--- config.mk ---
export PLATFORM = sky130hd
export DESIGN_NAME = alu_wb_stage
export DESIGN_NICKNAME = d
export VERILOG_FILES = /design/src/rtl/alu_wb_stage.sv
export SDC_FILE = /design/constraint.sdc
export NUM_CORES = 1
export LEC_CHECK = 0
export CORE_UTILIZATION = 36
export CTS_CLUSTER_DIAMETER = 30
export CTS_CLUSTER_SIZE = 40
export DETAILED_ROUTE_END_ITERATION = 16
export PLACE_DENSITY = 0.75
export SETUP_SLACK_MARGIN = 0.4
export SLEW_MARGIN = 20
export SYNTH_ARGS = -nofsm -noshare
export SYNTH_HDL_FRONTEND = slang
export SYNTH_SLANG_ARGS = --single-unit
--- constraint.sdc ---
create_clock -name clk -period 2.35 [get_ports clk]
set_input_delay 0.705 -clock clk [delete_from_list [all_inputs] [get_ports clk]]
set_output_delay 0.705 -clock clk [all_outputs]
set_load 0.05 [all_outputs]
--- src/rtl/alu_wb_stage.sv ---
// Execute/writeback stage: registers ALU results into RF writes and PC redirects, and runs
// data-memory transactions for loads/stores through a small IDLE/REQ/RSP FSM.
module alu_wb_stage #(
  parameter int unsigned pc_width_p  = 10,
  parameter int unsigned imm_width_p = 8
) (
  input  logic                  clk,
  input  logic                  n_reset,
  input  logic                  valid_i,
  output logic                  ready_o,
  input  logic [31:0]           result_i,
  input  logic                  jump_now_i,
  input  logic [pc_width_p-1:0] pc_i,
  input  logic [imm_width_p-1:0] imm_i,
  input  logic [4:0]            rd_addr_i,
  input  logic [31:0]           store_data_i,
  input  logic                  is_branch_i,
  input  logic                  is_jalr_i,
  input  logic                  is_load_i,
  input  logic                  is_store_i,
  input  logic                  is_byte_i,
  input  logic                  writes_rf_i,
  output logic                  rf_wen_o,
  output logic [4:0]            rf_waddr_o,
  output logic [31:0]           rf_wdata_o,
  output logic                  redirect_v_o,
  output logic [pc_width_p-1:0] redirect_pc_o,
  output logic                  mem_v_o,
  output logic                  mem_w_o,
  output logic [29:0]           mem_addr_o,
  output logic [31:0]           mem_data_o,
  output logic [3:0]            mem_mask_o,
  input  logic                  mem_yumi_i,
  input  logic                  mem_rsp_v_i,
  input  logic [31:0]           mem_rsp_data_i
);

  typedef enum logic [1:0] {StIdle, StReq, StRsp} state_e;

  state_e                state_q, state_d;
  logic [31:0]           addr_q, addr_d;
  logic [31:0]           sdata_q, sdata_d;
  logic [4:0]            rd_q, rd_d;
  logic                  st_q, st_d;
  logic                  byte_q, byte_d;
  logic                  rf_wen_q, rf_wen_d;
  logic [4:0]            rf_waddr_q, rf_waddr_d;
  logic [31:0]           rf_wdata_q, rf_wdata_d;
  logic                  redirect_v_q, redirect_v_d;
  logic [pc_width_p-1:0] redirect_pc_q, redirect_pc_d;

  logic [pc_width_p-1:0] pc_plus1;
  logic [pc_width_p-1:0] imm_ext;
  logic [31:0]           rsp_byte;
  logic                  in_req;

  assign pc_plus1 = pc_i + pc_width_p'(1);
  assign imm_ext  = pc_width_p'($signed(imm_i));
  assign rsp_byte = {24'b0, mem_rsp_data_i[{addr_q[1:0], 3'b000} +: 8]};

  always_comb begin
    state_d       = state_q;
    addr_d        = addr_q;
    sdata_d       = sdata_q;
    rd_d          = rd_q;
    st_d          = st_q;
    byte_d        = byte_q;
    rf_wen_d      = 1'b0;
    rf_waddr_d    = '0;
    rf_wdata_d    = '0;
    redirect_v_d  = 1'b0;
    redirect_pc_d = '0;
    unique case (state_q)
      StIdle: begin
        if (valid_i) begin
          if (is_load_i || is_store_i) begin
            addr_d  = result_i;
            sdata_d = store_data_i;
            rd_d    = rd_addr_i;
            st_d    = is_store_i;
            byte_d  = is_byte_i;
            state_d = StReq;
          end else if (is_branch_i) begin
            // jump_now_i is only meaningful for branches
            if (jump_now_i) begin
              redirect_v_d  = 1'b1;
              redirect_pc_d = pc_plus1 + imm_ext;
            end
          end else if (is_jalr_i) begin
            redirect_v_d  = 1'b1;
            redirect_pc_d = result_i[pc_width_p-1:0];
            if (writes_rf_i) begin
              rf_wen_d   = 1'b1;
              rf_waddr_d = rd_addr_i;
              rf_wdata_d = 32'(pc_plus1);
            end
          end else if (writes_rf_i) begin
            rf_wen_d   = 1'b1;
            rf_waddr_d = rd_addr_i;
            rf_wdata_d = result_i;
          end
        end
      end
      StReq: begin
        if (mem_yumi_i) state_d = st_q ? StIdle : StRsp;
      end
      StRsp: begin
        if (mem_rsp_v_i) begin
          rf_wen_d   = 1'b1;
          rf_waddr_d = rd_q;
          rf_wdata_d = byte_q ? rsp_byte : mem_rsp_data_i;
          state_d    = StIdle;
        end
      end
      default: state_d = StIdle;
    endcase
  end

  always_ff @(posedge clk or negedge n_reset) begin
    if (!n_reset) begin
      state_q       <= StIdle;
      addr_q        <= '0;
      sdata_q       <= '0;
      rd_q          <= '0;
      st_q          <= 1'b0;
      byte_q        <= 1'b0;
      rf_wen_q      <= 1'b0;
      rf_waddr_q    <= '0;
      rf_wdata_q    <= '0;
      redirect_v_q  <= 1'b0;
      redirect_pc_q <= '0;
    end else begin
      state_q       <= state_d;
      addr_q        <= addr_d;
      sdata_q       <= sdata_d;
      rd_q          <= rd_d;
      st_q          <= st_d;
      byte_q        <= byte_d;
      rf_wen_q      <= rf_wen_d;
      rf_waddr_q    <= rf_waddr_d;
      rf_wdata_q    <= rf_wdata_d;
      redirect_v_q  <= redirect_v_d;
      redirect_pc_q <= redirect_pc_d;
    end
  end

  // Gated by n_reset so ready stays low while reset is held
  assign ready_o       = n_reset && (state_q == StIdle);
  assign rf_wen_o      = rf_wen_q;
  assign rf_waddr_o    = rf_waddr_q;
  assign rf_wdata_o    = rf_wdata_q;
  assign redirect_v_o  = redirect_v_q;
  assign redirect_pc_o = redirect_pc_q;

  assign in_req     = (state_q == StReq);
  assign mem_v_o    = in_req;
  assign mem_w_o    = in_req && st_q;
  assign mem_addr_o = in_req ? addr_q[31:2] : '0;

  always_comb begin
    mem_mask_o = 4'b0000;
    mem_data_o = '0;
    if (in_req) begin
      mem_mask_o = (st_q && byte_q) ? (4'b0001 << addr_q[1:0]) : 4'b1111;
      if (st_q) mem_data_o = byte_q ? {4{sdata_q[7:0]}} : sdata_q;
    end
  end

endmodule

-- Word level (Yosys, flattened, before mapping)
Index checks and enable logic that the tools add are counted.
- register bits: 122
- bits of input ports: 131
- output and inout port bits: 118
- word-level logic and storage cells: 73
- add/sub/neg operators: 2
- equal/unequal tests: 6
- shifts and indexed selects: 2
- multiplexer cells: 45
- reduce and logical (&&, ||, !) cells: 7
- operators by type and width (operator ; count):
    32-bit 2-to-1 mux ; 10
    10-bit 2-to-1 mux ; 7
    32-bit one-hot mux with 2 select lines ; 1
    32-bit by 6-bit indexed part select with 8-bit output ; 1
    30-bit 2-to-1 mux ; 1
    5-bit 2-to-1 mux ; 5
    1-bit 2-to-1 mux ; 11
    10-bit by 1-bit adder with 10-bit output (second input constant) ; 1
    10-bit adder ; 1
    2-bit 2-to-1 mux ; 5
    5-bit one-hot mux with 2 select lines ; 1
    4-bit 2-to-1 mux ; 2
    2-bit inequality test (second input constant) ; 4
    2-bit one-hot mux with 3 select lines ; 1
    4-bit AND reduction ; 1
    1-bit by 2-bit left shift with 4-bit output (first input constant) ; 1
    1-bit logical AND ; 3
    3-bit AND reduction ; 1
    2-bit by 1-bit == test with 1-bit output (second input constant) ; 1
    2-bit == test (second input constant) ; 1
    2-bit logical NOT ; 1
    1-bit one-hot mux with 2 select lines ; 1
    1-bit logical OR ; 1

-- Longest topological paths before layout
Gate-level depths: netlist (run 1).
- word-level depth: 7
- gate-level depth with buffers: 11
- mapped depth without buffers: 11

-- Worst setup path before layout (run 1)
No wires, ideal clock.
- path kind: input to register
- start point: input pc_i[0]
- end point: register redirect_pc_q[9] (netlist: redirect_pc_o[9])
- setup time: 0.121 ns
- arrival time: 2.447 ns
- data required time: 2.229 ns
- setup slack: -0.218 ns
- cell stages on the path: 11
- path buffers: 0
- cells stage by stage: ha_1 and3_1 nand3_1 xnor2_1 ha_1 a21oi_1 nand2_1 a31oi_1 o21ai_1 xnor2_1 a22o_1
- cells in the longest elaborated chain, start to end: 7
- ends and longest elaborated chain (element ; RTL line ; text):
    from (decl) ; 13 ; input logic [pc_width_p-1:0] pc_i,
    10-bit by 1-bit adder with 10-bit output ; 57 ; assign pc_plus1 = pc_i + pc_width_p'(1);
    10-bit adder ; 87 ; redirect_pc_d = pc_plus1 + imm_ext;
    10-bit 2-to-1 mux ; 85 ; if (jump_now_i) begin
    10-bit 2-to-1 mux ; 83 ; end else if (is_branch_i) begin
    10-bit 2-to-1 mux ; 76 ; if (is_load_i || is_store_i) begin
    10-bit 2-to-1 mux ; 75 ; if (valid_i) begin
    10-bit 2-to-1 mux ; 73 ; unique case (state_q)
    named net redirect_pc_d[9] ; 50 ; logic [pc_width_p-1:0] redirect_pc_q, redirect_pc_d;
    to (signal assigned) ; 143 ; redirect_pc_q <= redirect_pc_d;
    to (decl) ; 50 ;
The timed path passes the listed nets, and every way through them passes these cells.
A chain may end at the register's enable or synchronous reset.

-- Worst setup path after layout (run 1)
- start point: register state_q[1]
- end point: output mem_data_o[25]
- cells in the longest elaborated chain, start to end: 2
- ends and longest elaborated chain (element ; RTL line ; text):
    from (decl) ; 40 ; state_e state_q, state_d;
    from (signal assigned) ; 121 ; state_q <= StIdle;
    from (signal assigned) ; 133 ; state_q <= state_d;
    2-bit by 1-bit == test with 1-bit output ; 155 ; assign in_req = (state_q == StReq);
    32-bit 2-to-1 mux ; 163 ; if (in_req) begin
    to (decl) ; 31 ; output logic [31:0] mem_data_o,
Every way passes these cells.

==> results by group, run 1 <==
Place
  • Port bufs: approximately 250
  • Post-DP Area: 10300 um2
  • Placer Congestion: between 0.8 and 0.9
  • Pre-CTS setup slack: -0.842 ns
  • Placed insts: slightly above 1000
  • Detail Placement HPWL: approximately 16000 um

Routing
  • Post-DR vias/cell: 5.35
  • Drt drc: 0
  • Routed WL per cell: between 20 and 25 um
  • Vias: 5853
  • Initial DRT Pass Iterations: 5
  • Post-Route WL: 25200 um
  • Routed Antenna Nets: 0
  • Number of DRC markers in iteration 0: approximately 270

Die
  • Core Area: ~17000 um2
  • Initial Util: 0.367
  • # rows: 47
  • Die Y: ~130 um
  • Top-Level Pins: between 200 and 250
  • Area of the die: ~17000 um2
  • Die X: roughly 130 um

Timing
  • FMAX: between 400 and 500 MHz
  • Final worst setup slack: 0.00642 ns
  • Slew Limit Fails: 0
  • Fin crit share: 0.997
  • Worst rel slew slack: 0.554
  • Fin crit period: about 2.3 ns
  • RSZ-0062 raised after global routing: yes
  • Final hold vios: 0
  • Worst slew pin tran: 0.669 ns
  • Layout Skew: approximately 0.009 ns
  • Hold Slack: 0.419 ns
  • Final setup violation count: 0

Synthesis
  • Yosys warns: 0
  • FF+latch count, synth: 122
  • Post-synthesis mux area share: 0.152
  • Synth Area in Simple Gates: 0.135
  • Synth Area in XOR/XNOR: 0.0229
  • Post-Synthesis Cells: 530
  • Main combinational cell family by area after synthesis: multiplexers
  • Adder-cell area share of the yosys netlist: 0.0260
  • Syn avg cell area: between 10 and 15 um2
  • Synth Cell Area: a little over 6000 um2
  • Sequential fraction of the synthesis area: 0.503
  • Post-synthesis compound-gate area fraction: 0.126
  • Post-Syn Nets: around 670
  • Distinct cells, synth: 48

Global route
  • Largest net degree at the start of global routing: around 120
  • Final global-route overflow total: 0
  • Global-route wire length before repair: 36300 um
  • Vias in the first global route: around 6300
  • All-Layer GR Usage: 0.277
  • Initial antenna violation count: 0

Layout
  • Layout overhead on the synthesized area: 99.1%
  • ANT cells: 0
  • Post-route cell area: about 12000 um2
  • Layout cell share with drive strength beyond 1: 0.553
  • Net count, final: ~1000
  • Final cell count without fillers: between 1000 and 1500

Pwr
  • Power Density: 1190 nW/um2
  • Pwr Total: 14.3 mW
  • Peak supply drop: around 0.00070 V
  • Leak: about 5.1 nW

Critical path
  • Launch point of the worst reg-to-reg path: state_q[1]
  • Worst path arrival time: ~1.6 ns
  • Crit-path leading delay family: flip-flops
  • Worst path required time: 1.64 ns
  • WP depth: 5
  • Reg2Reg Setup Slack: roughly 0.33 ns
  • Cell Chain, Critical Path: nand2b_4, inv_12, nand2_4, a21oi_4, buf_12
  • Cell count of the worst reg-to-reg path: 7
  • Crit path kind: reg2out
  • CP max-delay cell: dfrtp_1
  • FF-to-FF End: rf_wdata_o[5]
  • CP Launch Type: flip-flop
  • Crit path buf inv count: 2
  • CP peak stage delay: slightly below 0.4 ns
  • CP Capture Type: output pin
  • Worst Path Max Fanout: 7

CTS
  • # H-tree levels: 4
  • CTS sink cnt: 122
  • Clock root cell: clkbuf_16
  • CTS tree: yes
  • Num CTS Buffers: 17
  • Worst-case clock buffer depth: 2
  • Hold Buf Count CTS: 0
  • Clk slew on worst S/H paths: around 0.06 ns
  • Worst-Skew Late Latency: roughly 0.42 ns

Run status
  • Status: finished, final reports clean

Worst hold path
  • Hold crit path type: in2async

Job
  • MaxCap Viol Count: 0
==> registers in the layout (all words and copies together) (netlist names) <==
register,flops
sdata_q,32
rd_q,5
st_q,1
redirect_pc_o,10
rf_waddr_o,5
redirect_v_o,1
byte_q,1
state_q,2
rf_wdata_o,32
rf_wen_o,1
addr_q,32
==> how the worst max path moves through the flow <==
stage                from               end  slack (ns)
2_1_floorplan     pc_i[0]  redirect_pc_o[9]       -0.09
3_3_place_gp      pc_i[0]  redirect_pc_o[8]       -0.75
3_5_place_dp      pc_i[0]  redirect_pc_o[9]       -0.84
4_1_cts        state_q[1]    mem_data_o[10]      -0.005
5_1_grt        state_q[1]    mem_data_o[25]       -0.05
6_report       state_q[1]    mem_data_o[25]       0.006
==> synth_stat cells, drive strengths merged <==
| cell | number | share of area |
|---|---|---|
| buf | 15 | 0.021 |
| nor2b | 5 | 0.0052 |
| clkbuf | 14 | 0.0087 |
| or2 | 2 | 0.0021 |
| o41a | 1 | 0.0019 |
| a32oi | 1 | 0.0014 |
| a21o | 2 | 0.0025 |
| a22oi | 4 | 0.0049 |
| and2 | 32 | 0.033 |
| a32o | 2 | 0.0033 |
| o22ai | 1 | 0.0010 |
| a21oi | 34 | 0.028 |
| a31oi | 5 | 0.0052 |
| o21ai | 14 | 0.012 |
| fa | 1 | 0.0033 |
| mux2 | 74 | 0.14 |
| a22o | 35 | 0.050 |
| nand2 | 32 | 0.020 |
| or3 | 1 | 0.0010 |
| nand3 | 4 | 0.0033 |
| nand4b | 1 | 0.0014 |
| and3 | 12 | 0.013 |
| ha | 11 | 0.023 |
| and4 | 1 | 0.0019 |
| xnor2 | 8 | 0.013 |
| nor3 | 1 | 0.00082 |
| o211ai | 4 | 0.0049 |
| mux2i | 9 | 0.015 |
| nand2b | 29 | 0.030 |
| xor2 | 7 | 0.010 |
| o32ai | 4 | 0.0058 |
| a2bb2oi | 2 | 0.0029 |
| dfrtp | 122 | 0.50 |
| nor3b | 3 | 0.0064 |
| inv | 10 | 0.0062 |
| nor2 | 26 | 0.017 |
| o21bai | 1 | 0.0012 |
==> repair_timing <==
| item | 4_1_cts | 5_1_grt |
|---|---|---|
| pin swaps | 48 | 44 |
| endpoints found under the setup margin | 164 | 97 |
| buffers inserted | 27 | 8 |
| gates resized for setup | 253 | 64 |
| gates cloned | 8 | 0 |
| endpoints found under the hold margin | 0 | 0 |
==> logic make-up (layout without fill, tap and decap cells) <==
| logic type | count (synthesis) | after routing |
|---|---|---|
| mux | 83 | 83 |
| fa+ha+maj | 12 | 12 |
| simple gates | 149 | 152 |
| buf+inv | 39 | 380 |
| flops | 122 | 122 |
| compound gates | 110 | 110 |
| xor+xnor | 15 | 15 |
==> cells in the final DEF (no fill, tap or decap), types with 11 or more instances in the layout <==
cell type and n:
a21oi_4 26, a22o_1 35, and2_4 25, and3_4 12, buf_12 80, buf_4 57
buf_6 18, clkbuf_16 17, clkdlybuf4s15_2 44, clkdlybuf4s50_1 115, dfrtp_1 118, mux2_2 74
nand2_1 18, nand2_2 11, nand2b_1 13, nand2b_4 16, nor2_1 22, o21ai_0 11
==> cell type report <==
cell class,count,area [um2]
sequential,122,3060
fill,1057,4440
inverter,10,58.8
clock inverter,12,125
tap,220,275
clock buffer,20,447
multi-input combinational,372,3930
timing repair buffer,337,4170
timing repair inverter,1,16.3
==> power by group <==
group	switching (mW)	leakage [nW]	total, mW	internal [mW]
registers	0.538	1.53	3.34	2.80
clock network	0.963	0.276	2.54	1.58
logic	4.32	3.26	8.47	4.14
total	5.83	5.07	14.3	8.52
==> metrics by stage <==
step	utilization	TNS (ns)
2_1_floorplan	-	-0.159
3_3_place_gp	0.626	-6.38
3_5_place_dp	0.626	-6.84
4_1_cts	0.711	-0.0153
5_1_grt	0.731	-0.601
6_report	0.731	0
==> routing by layer <==
metal  part of all wire  vias to the layer above  track usage
li1                   -                     2552            -
met1               0.37                     2907        0.314
met2               0.51                      321        0.482
met3              0.080                       73       0.0892
met4              0.043                        0        0.109
met5                  0                        -            0
Power figures use the tool's default switching activity.
==> run 2: changes to the inputs <==
--- a/config.mk
+++ b/config.mk
@@ -5,6 +5,7 @@
 export SDC_FILE = /design/constraint.sdc
 export NUM_CORES = 1
 export LEC_CHECK = 0
+export CORE_ASPECT_RATIO = 0.6
 export CORE_UTILIZATION = 36
 export CTS_CLUSTER_DIAMETER = 30
 export CTS_CLUSTER_SIZE = 40
==> run 2 against run 1 <==
Effect of this change: combinational power fell by 0.5%; cell count rose by 0.64%; register-to-register slack improved by 0.14 ns; flip-flop and latch count did not move; critical endpoint is now mem_addr_o[9]; die area rose by 0.10%; largest power group unchanged; sequential power barely moved; critical path depth did not move; clock power barely moved.
==> results by group, run 2 (same netlist as run 1, synthesis figures left out) <==
CTS
  • Worst-Skew Late Latency: 0.41 ns (about the same)
  • Clk slew on worst S/H paths: 0.06 ns (about the same)
  • CTS sink cnt: 122 (unchanged)
  • Num CTS Buffers: 17 (unchanged)
  • Worst-case clock buffer depth: 2 (unchanged)
  • CTS tree: yes
  • Clock root cell: clkbuf_16
  • Hold Buf Count CTS: 0 (unchanged)
  • # H-tree levels: 4 (unchanged)

Timing
  • Worst slew pin tran: 0.676 ns (+0.00744 ns)
  • Hold Slack: 0.418 ns (-0.00109 ns)
  • Final setup violation count: 0 (unchanged)
  • FMAX: 432 MHz (+1.2%)
  • Final worst setup slack: 0.0343 ns (+0.0279 ns)
  • Layout Skew: 0.0146 ns (+0.00539 ns)
  • Fin crit share: 0.985 (-0.0119)
  • Fin crit period: 2.32 ns (-0.0279 ns)
  • Final hold vios: 0 (unchanged)
  • Slew Limit Fails: 0 (unchanged)
  • RSZ-0062 raised after global routing: yes
  • Worst rel slew slack: 0.549 (-0.00496)

Global route
  • Grt met2 use: 0.453 (-0.0290)
  • Vias in the first global route: 6027 (-4.0%)
  • Final global-route overflow total: 0 (unchanged)
  • GR Util met1: 0.334 (+0.0202)
  • Grt met3 use: 0.0887 (-0.000521)
  • All-Layer GR Usage: 0.270 (-0.00694)
  • Largest net degree at the start of global routing: 123 (unchanged)
  • Layer with the highest usage: met2
  • Initial antenna violation count: 0 (unchanged)
  • Global-route wire length before repair: 34800 um (-3.9%)

Routing
  • Drt drc: 0 (unchanged)
  • Number of DRC markers in iteration 0: 285 (+6.7%)
  • Post-Route WL: 24000 um (-4.8%)
  • Routed Antenna Nets: 0 (unchanged)
  • Routed WL per cell: 21.8 um (-5.4%)
  • Initial DRT Pass Iterations: 4 (-1)
  • Vias: 5742 (-1.9%)
  • Post-DR vias/cell: 5.22 (-2.5%)

Layout
  • Commonest non-fill, non-tap cells in the layout: 118 x dfrtp_1, 118 x clkdlybuf4s50_1, 80 x buf_12
  • Final cell count without fillers: 1101 (+0.64%)
  • Layout cell share with drive strength beyond 1: 0.546 (-0.00624)
  • Final core occ: 0.728 (-0.00293)
  • Post-route cell area: 11900 um2 (-1.4%)
  • ANT cells: 0 (unchanged)
  • Layout overhead on the synthesized area: 96.2%
  • Net count, final: 1003 (-0.10%)

Job
  • MaxCap Viol Count: 0 (unchanged)

Run status
  • Status: finished, final reports clean

Critical path
  • Crit path from: state_q[1]
  • Cell count of the worst reg-to-reg path: 7 (unchanged)
  • Worst path required time: 1.64 ns (about the same)
  • Reg2Reg Setup Slack: 0.47 ns (+0.14 ns)
  • Launch point of the worst reg-to-reg path: addr_q[1]
  • FF-to-FF End: rf_wdata_o[2]
  • Worst path arrival time: 1.61 ns (-0.03 ns)
  • Crit path kind: reg2out
  • Worst Path Max Fanout: 14 (+7)
  • CP Launch Type: flip-flop
  • Worst setup path end: mem_addr_o[9]
  • CP Capture Type: output pin

Die
  • Die X: 170 um (+29%)
  • Initial Util: 0.371 (+0.00391)
  • Die Y: 103 um (-22%)
  • Core Area: 16400 um2 (-1.1%)
  • # rows: 36 (-23%)
  • Top-Level Pins: 249 (unchanged)
  • Area of the die: 17400 um2 (+0.10%)

Worst hold path
  • Hold crit path type: in2async

Place
  • Placed insts: 1031 (+1.2%)
  • Post-DP Area: 10400 um2 (+0.22%)
  • Detail Placement HPWL: 16200 um (+1.8%)
  • Pre-CTS setup slack: -0.890 ns (-0.0478 ns)
  • Port bufs: 248 (unchanged)
  • Placer Congestion: 0.886 (+0.34%)

Pwr
  • Power Density: 1200 nW/um2 (+0.86%)
  • Peak supply drop: 0.000580 V (-17%)
  • Leak: 5.04 nW (-0.48%)
## run 2: cell count changes in the layout (fill, tap and decap cells not counted), moves of 5 or more
cell,before,now
nand2_2,11,5
nand2_4,4,9
inv_6,0,5
clkdlybuf4s15_2,44,36
buf_4,57,67
buf_6,18,11
## run 2: how the worst min path moves through the flow
stage                          endpoint  cells after the start
after global routing               st_q                      2
final                        sdata_q[2]                      2
after global placement    rf_waddr_o[0]                      1
after floorplan               addr_q[0]                      0
after detailed placement  rf_waddr_o[0]                      1
after CTS                       rd_q[4]                      2
## run 2: timing repair
item,in CTS,in global routing
endpoints found under the setup margin,126,161
pin swaps,51,30
setup buffers,25,7
cloned,4,2
resized for setup,231,51
## run 2: where the power goes
part | internal, mW | switching (mW)
combinational | 4.07 | 4.36
sequential | 2.80 | 0.515
clock | 1.47 | 1.05
total | 8.34 | 5.92
## run 2: layout make-up
| type | count | area (um2) |
|---|---|---|
| sequential | 122 | 3060 |
| clock buffer | 17 | 425 |
| timing repair buffer | 336 | 4050 |
| clock inverter | 15 | 140 |
| tap | 228 | 285 |
| inverter | 10 | 56.3 |
| multi-input combinational | 372 | 3880 |
| timing repair inverter | 1 | 16.3 |
| fill | 1043 | 4440 |
## run 2: per-stage QoR
| step | power (mW) | TNS [ns] |
|---|---|---|
| global route | 14.8 | -0.0148 |
| floorplan | 7.62 | -0.159 |
| finish | 14.3 | 0 |
| global placement | 10.4 | -5.59 |
| detailed placement | 10.6 | -5.94 |
| CTS | 14.0 | 0 |
## run 2: metal layers
metal / vias to the layer above / part of all wire
met3: 38 / 0.084
met1: 2916 / 0.42
met4: 0 / 0.018
met5: - / 0
li1: 2551 / -
met2: 237 / 0.48
## run 2: worst max-delay path: stages, from the launching register on
cell	delay, ns
dfrtp_1	0.36
nand2b_4	0.19
buf_6	0.21
inv_12	0.08
and2_2	0.21
buf_12	0.15
==> edit, RTL diff (settings of run 1) <==
Take the reset off `addr_q`, `sdata_q`, `rd_q`, `rf_waddr_q` and `rf_wdata_q` and load them in a clocked block of their own.
--- a/src/rtl/alu_wb_stage.sv
+++ b/src/rtl/alu_wb_stage.sv
@@ -119,29 +119,27 @@
   always_ff @(posedge clk or negedge n_reset) begin
     if (!n_reset) begin
       state_q       <= StIdle;
-      addr_q        <= '0;
-      sdata_q       <= '0;
-      rd_q          <= '0;
       st_q          <= 1'b0;
       byte_q        <= 1'b0;
       rf_wen_q      <= 1'b0;
-      rf_waddr_q    <= '0;
-      rf_wdata_q    <= '0;
       redirect_v_q  <= 1'b0;
       redirect_pc_q <= '0;
     end else begin
       state_q       <= state_d;
-      addr_q        <= addr_d;
-      sdata_q       <= sdata_d;
-      rd_q          <= rd_d;
       st_q          <= st_d;
       byte_q        <= byte_d;
       rf_wen_q      <= rf_wen_d;
-      rf_waddr_q    <= rf_waddr_d;
-      rf_wdata_q    <= rf_wdata_d;
       redirect_v_q  <= redirect_v_d;
       redirect_pc_q <= redirect_pc_d;
     end
+  end
+
+  always_ff @(posedge clk) begin
+    addr_q     <= addr_d;
+    sdata_q    <= sdata_d;
+    rd_q       <= rd_d;
+    rf_waddr_q <= rf_waddr_d;
+    rf_wdata_q <= rf_wdata_d;
   end
 
   // Gated by n_reset so ready stays low while reset is held
Function: changed (a bounded check fails within 4 cycles, from zero or initial values and one cycle with n_reset low).
==> edit against run 1 <==
Hold slack worse by 0.011 ns. Total power down 20%. Wire length down 16%. Register-to-register slack better by 0.09 ns. Setup slack worse by 0.049 ns. Sequential cell count unchanged. The run now ends with setup timing left. Combinational power down 29%. Area after synthesis down 12%. Final area down 8.0%. Global-route usage down 1.6 points. Count of clock-buffer cells in the layout down 1.
==> edit: results <==
{
  "grt_start_max_net_pins": 36,
  "cts_max_level": 4,
  "track_usage_pct": 26.06,
  "cpPeakStageDelay_ns": 0.42,
  "hpwl_mm": 14.01,
  "final-setup-viol-count": 23,
  "crit_end": "mem_data_o[11]",
  "via_per_inst": 5.218,
  "cts_buffers": 17,
  "drive_above_1_share_pct": 47.63,
  "arrival_ns": 1.69,
  "path_class": "flip-flop to primary output",
  "skew_ns": 0.007154,
  "ys_top_cells_by_count": "edfxtp_1 (69), dfxtp_1 (37), a22o_1 (35)",
  "port_buffers": 248,
  "antenna_cells": 0,
  "antenna_found_initial": 0,
  "synth_area_leaders": "edfxtp_1 (39%), dfxtp_1 (14%), dfrtp_1 (7.5%)",
  "dp_slack_ns": -0.8071,
  "comb_power_share_pct": 52.4,
  "switching_share_pct": 37.34,
  "synth.most_common_cell": "edfxtp_1",
  "clockBufferDepth": 2,
  "power_clock_w": 0.00274,
  "holdWs_ns": 0.4083,
  "clk_pin_slew_ns": 0.06,
  "violations": "setup timing",
  "place_congestion": 0.8320,
  "slew_headroom_pct": 67.12,
  "first_global_vias": 5269,
  "dr.first_iter.drc_count": 242,
  "syn-num-nets": 596,
  "yosysSeqAreaShare_pct": 60.00,
  "total_leakage_power_nw": 4.351,
  "yosys_warnings": 0,
  "synth_edf_count": 69,
  "async_flop_share_pct": 13.11,
  "rrSetupSlack_ns": 0.42,
  "outcome": "finished with violations",
  "dpl_cell_area_mm2": 0.009617,
  "cp_slowest_cell": "dfrtp_2",
  "layout_setup_ws_ns": -0.04250,
  "ir_worst_vdd_uv": 689.6,
  "first_pass_iters": 4,
  "fin_util_pct": 76.47,
  "wl_mm": 21.09,
  "critical-path-top-delay-family": "buffers and inverters",
  "timing.rr.start": "state_q[1]",
  "ys_types": 48,
  "r2r_end": "addr_q[12]",
  "grt_pass1_wl_mm": 29.15,
  "nNetsFinal": 932,
  "fillerInstances": 845
}
-- edit: cell types whose count changed in the layout (fill, tap and decap cells not counted), sizes merged, moves of 6 or more --
cell,delta
clkbuf,+6
clkdlybuf4s15,-8
dfrtp,-106
dfxtp,+37
edfxtp,+69
mux2,-69
-- edit: logic make-up (layout without fill, tap and decap cells) --
| group | count (synthesis) | after routing | share of synthesized area [%] |
|---|---|---|---|
| AOI/OAI and AO/OA | 110 | 110 | 14.25 |
| buffers and inverters | 31 | 380 | 2.383 |
| DFF | 122 | 122 | 60.00 |
| and+or+nand+nor | 149 | 149 | 15.09 |
| muxes | 14 | 14 | 2.734 |
| xor gates and xnor gates | 15 | 15 | 2.594 |
| adders and majority gates | 12 | 12 | 2.944 |
-- edit: metrics by stage --
stage	setup TNS (ns)	instances	power, W
floorplan	-12.19	453	0.005583
global placement	-4.604	915	0.007837
detailed placement	-5.315	915	0.007916
CTS	-0.04318	973	0.01122
global route	-1.559	986	0.01179
finish	-0.2849	986	0.01142
-- edit: layer usage --
| metal | global-route usage, % | routed length (um) |
|---|---|---|
| met5 | 0 | 0 |
| met3 | 5.861 | 1342 |
| met4 | 9.673 | 503 |
| met2 | 47.57 | 11360 |
| met1 | 29.52 | 7882 |
-- edit: timing repair --
| item | 4_1_cts | 5_1_grt |
|---|---|---|
| pin swaps | 54 | 21 |
| resized for setup | 230 | 54 |
| setup endpoints to repair | 129 | 150 |
| hold buffers | 0 | 0 |
| gates cloned | 5 | 1 |
| setup buffers | 21 | 12 |
-- edit: area by class of cell --
| class | count | area share [%] |
|---|---|---|
| clock buffer | 19 | 3.985 |
| timing repair buffer | 338 | 36.78 |
| clock inverter | 13 | 1.565 |
| multi-input combinational | 300 | 26.20 |
| sequential | 122 | 28.94 |
| tap | 184 | 2.071 |
| inverter | 10 | 0.4616 |
